[src/rtl/timer_pkg.sv]
// Shared definitions for the timer family: width helper and default clock frequency.
package timer_pkg;

  localparam int unsigned DefaultClkHz = 50_000_000;

  // Ceiling log2; clog2(1) = 0.
  function automatic int unsigned clog2(input int unsigned value);
    int unsigned res;
    int unsigned v;
    res = 0;
    v   = (value > 0) ? value - 1 : 0;
    while (v > 0) begin
      res = res + 1;
      v   = v >> 1;
    end
    return res;
  endfunction

endpackage

[src/rtl/tick_prescaler.sv]
// Free-running 0..DIV-1 prescaler; terminal pulses while enabled on the last count.
module tick_prescaler
  import timer_pkg::*;
#(
  parameter int unsigned DIV = 4
) (
  input  logic clock,
  input  logic reset_n,
  input  logic enable,
  input  logic clear,
  output logic terminal
);

  localparam int unsigned CntW = (clog2(DIV) < 1) ? 1 : clog2(DIV);
  localparam logic [CntW-1:0] CntLast = CntW'(DIV - 1);

  logic [CntW-1:0] cnt_q, cnt_d;

  assign terminal = enable && (cnt_q == CntLast);

  always_comb begin
    cnt_d = cnt_q;
    if (clear) begin
      cnt_d = '0;
    end else if (enable) begin
      cnt_d = (cnt_q == CntLast) ? '0 : cnt_q + CntW'(1);
    end
  end

  always_ff @(posedge clock or negedge reset_n) begin
    if (!reset_n) begin
      cnt_q <= '0;
    end else begin
      cnt_q <= cnt_d;
    end
  end

endmodule

[src/rtl/updown_tick_timer.sv]
// Modulo-MODULUS up/down counter stepped at TICK_HZ, with synchronous clamped load.
module updown_tick_timer
  import timer_pkg::*;
#(
  parameter int unsigned CLK_HZ  = DefaultClkHz,
  parameter int unsigned TICK_HZ = 1,
  parameter int unsigned MODULUS = 6,
  parameter int unsigned WIDTH   = clog2(MODULUS)
) (
  input  logic             clock,
  input  logic             reset_n,
  input  logic             enable,
  input  logic             direction,
  input  logic             load,
  input  logic [WIDTH-1:0] load_value,
  output logic [WIDTH-1:0] out,
  output logic             tick,
  output logic             wrap
);

  localparam int unsigned DIV = CLK_HZ / TICK_HZ;
  localparam logic [WIDTH-1:0] OutMax = WIDTH'(MODULUS - 1);

  logic             step;
  logic [WIDTH-1:0] out_q, out_d;
  logic             tick_q, tick_d;
  logic             wrap_q, wrap_d;
  logic [WIDTH-1:0] load_clamped;

  tick_prescaler #(
    .DIV (DIV)
  ) u_prescaler (
    .clock    (clock),
    .reset_n  (reset_n),
    .enable   (enable),
    .clear    (load),
    .terminal (step)
  );

  assign load_clamped = (32'(load_value) >= MODULUS) ? OutMax : load_value;

  // Load has priority over a coincident step and suppresses tick/wrap.
  always_comb begin
    out_d  = out_q;
    tick_d = 1'b0;
    wrap_d = 1'b0;
    if (load) begin
      out_d = load_clamped;
    end else if (step) begin
      tick_d = 1'b1;
      if (direction) begin
        if (out_q == OutMax) begin
          out_d  = '0;
          wrap_d = 1'b1;
        end else begin
          out_d = out_q + WIDTH'(1);
        end
      end else begin
        if (out_q == '0) begin
          out_d  = OutMax;
          wrap_d = 1'b1;
        end else begin
          out_d = out_q - WIDTH'(1);
        end
      end
    end
  end

  always_ff @(posedge clock or negedge reset_n) begin
    if (!reset_n) begin
      out_q  <= '0;
      tick_q <= 1'b0;
      wrap_q <= 1'b0;
    end else begin
      out_q  <= out_d;
      tick_q <= tick_d;
      wrap_q <= wrap_d;
    end
  end

  assign out  = out_q;
  assign tick = tick_q;
  assign wrap = wrap_q;

endmodule

[config.mk]
export PLATFORM = sky130hd
export DESIGN_NAME = updown_tick_timer
export DESIGN_NICKNAME = d
export VERILOG_FILES = /design/src/rtl/timer_pkg.sv /design/src/rtl/tick_prescaler.sv /design/src/rtl/updown_tick_timer.sv
export SDC_FILE = /design/constraint.sdc
export NUM_CORES = 1
export LEC_CHECK = 0
export BUFFER_PORTS_ARGS = -buffer_cell sky130_fd_sc_hd__buf_4
export CORE_ASPECT_RATIO = 2
export CORE_MARGIN = 2
export CORE_UTILIZATION = 40
export CTS_BUF_LIST = sky130_fd_sc_hd__clkbuf_2
export DETAILED_ROUTE_END_ITERATION = 10
export PLACE_DENSITY = 0.64
export SLEW_MARGIN = 20
export SYNTH_ARGS = -nofsm -noshare
export SYNTH_HDL_FRONTEND = slang
export SYNTH_SLANG_ARGS = --single-unit
[constraint.sdc]
create_clock -name clock -period 2.28 [get_ports clock]
set_input_delay 0.342 -clock clock [delete_from_list [all_inputs] [get_ports clock]]
set_output_delay 0.342 -clock clock [all_outputs]
set_load 0.01 [all_outputs]
==> run metrics <==
Ant. Diodes=0; max-slew violation count=0; VDD IR max=0.000466 V; vias per inst=5.60; setup TNS=0 ps; Worst Skew=around 14 ps; Syn. warnings=0; clk slew on worst S/H paths=180 ps; Max clock buf depth=2; Synth Instances=173; Crit Reg-Reg Startpoint=u_prescaler.cnt_q[0]; die height=95.2 um; top cells by instance count after synthesis=nor2_1 (32), dfrtp_1 (31), xor2_1 (20), nand2_1 (16), nand4_1 (10); IO Pins=13; number of global-route vias before repair=1408; CP required=~2600 ps; Synth area leader=dfrtp_1; Root Driver=clkbuf_2; WL final=3670 um; Util after Layout=46.6%; Yosys reg bits=31; crit path time final=2040 ps; min-delay src=load_value[2]; # DRC=0; CORE AREA=between 0.004 and 0.005 mm^2; Starting Density=roughly two fifths; die area=between 0.004 and 0.005 mm^2; Post-Synth Adder-Cell Area=0.752%; Routed Antenna Nets=0; initial antenna violation count=0; layout cells sized above 1=15.0%; CTS sink cnt=31; WL per Instance=~15 um; Final Cell Area=roughly 0.0019 mm^2; final hold vios=0; GRT overflow=0; count leader, synth=nor2_1; mapped cell area=0.00166 mm^2; max_cap viols=0; Post-CTS Setup Inserts=0; largest family of logic cells by synthesized area=simple AND/OR/NAND/NOR gates; via count=1339; crit start category=flip-flop; Achievable Freq=between 400 and 500 MHz; clock buffer count from CTS=5; Synth Area in Compound Gates=under 10%; RSZ-0062 raised after global routing=no; Worst Path Arrival=2350 ps; Post-Synth XOR/XNOR Area=13.2%; GRT Total Usage=17.9%; sequential fraction of the synthesis area=46.6%; syn_area_per_cell=9.62 um^2; Clock Latency Late Sink=370 ps; Detailed Routing Iterations Pass 1=4; post-route clock period utilization=89.3%; ranking of synthesized cells by area=dfrtp_1 (47%), xor2_1 (11%), nor2_1 (7.2%); post-synth net total=182; first-pass GRT wire length=6490 um; run status=complete, no violations; # rows=33; largest net degree at the start of global routing=32; area post-placement=between 0.0015 and 0.002 mm^2; Total Power=between 1 and 1.5 mW; Final setup viols=0; Main synth FF type=dfrtp_1; CP Capture Type=flip-flop; CTS tree=built; LEAKAGE=0.825 nW; Synth Area in Simple Gates=28.6%; Critical Path Fanout Max=7; type of the worst setup path=flip-flop to flip-flop; synth unique cells=35; PortBufs=12; Power Density=615 mW/mm^2; Die W=49.6 um; Iter 0 DRT Violations=34; post-synthesis mux area share=under 10%; number of flops mapped to enable cells by yosys=0; DP HPWL=2670 um; Min Hold Slack=~160 ps; H-tree depth=2; Final nets=195; gp weighted congestion=0.843; Max-slew headroom=63.3%; worst slew pin tran=550 ps; fillcell total=431; post-synth top area share=46.6%; Post-synth ARST share=100%; crit path from=u_prescaler.cnt_q[0]; Hold Crit Class=input pin to flip-flop; area grow syn2layout=13.2%
==> what timing repair did <==
item                       4_1_cts  5_1_grt
setup endpoints to repair        0       13
hold buffers                     1        0
gates resized for setup          0        1
hold endpoints to repair        31        0
==> state kept, by name, indices dropped and copies added (netlist names) <==
name	cells
u_prescaler.cnt_q	26
wrap	1
tick	1
out	3
==> critical path, cell delays in order, from the launching register on <==
cell,delay [ps]
dfrtp_1,440
ha_1,210
nand4_1,290
nor4_2,590
nand2_1,170
xor2_1,170
nor2_1,110
==> final timing paths <==
check                      cells past startpoint  slack [ps]               endpoint
max                                            6         240  u_prescaler.cnt_q[14]
min                                            2         160                 out[1]
max reg2reg                                    6         240  u_prescaler.cnt_q[14]
min in group asynchronous                      2         410                 out[2]
max in group asynchronous                      2        1570  u_prescaler.cnt_q[24]
min reg2reg                                    2         570  u_prescaler.cnt_q[25]
==> layout make-up <==
cell class                      count  area (um^2)  area share [%]
Clock buffer                        5         25.0            1.33
Clock inverter                      3         67.6            3.59
Multi-Input combinational cell    134          843            44.8
Sequential cell                    31          776            41.2
Tap cell                           52         65.1            3.45
Timing Repair Buffer               14          108            5.71
==> power breakdown <==
part / internal [mW] / switching (mW)
logic: 0.0355 / 0.0455
registers: 0.558 / 0.0155
clock network: 0.295 / 0.209
total: 0.888 / 0.270
==> per-stage QoR <==
stage          std cells  setup WS, ps
2_1_floorplan        173           539
3_3_place_gp         230           350
3_5_place_dp         230           266
4_1_cts              239           222
5_1_grt              239          47.5
6_report             239           243
==> logic make-up after synthesis <==
group,Yosys count
simple gates,89
flops,31
xor+xnor,25
compound gates,16
buf+inv,8
mux,3
fa+ha+maj,1
==> routing by layer <==
layer / track usage, % / wire, um / vias to the layer above
li1: - / - / 624
met1: 19.9 / 1410 / 664
met2: 31.0 / 1970 / 34
met3: 3.29 / 123 / 17
met4: 11.1 / 169 / 0
met5: 0 / 0 / -
==> cell usage in the layout, fill, tap and decap left out, drive strengths merged, types with 2 or more instances in the layout <==
cell type / n
or3: 3
a21oi: 5
nor2: 33
clkbuf: 5
o21ai: 4
nand2: 16
nand3: 7
nor4: 3
bufinv: 2
o311ai: 2
nand2b: 4
xnor2: 5
and3: 2
buf: 13
dfrtp: 31
xor2: 20
nor3: 4
mux2i: 3
nand4: 11
No activity file was read; power rests on OpenSTA's default activity.
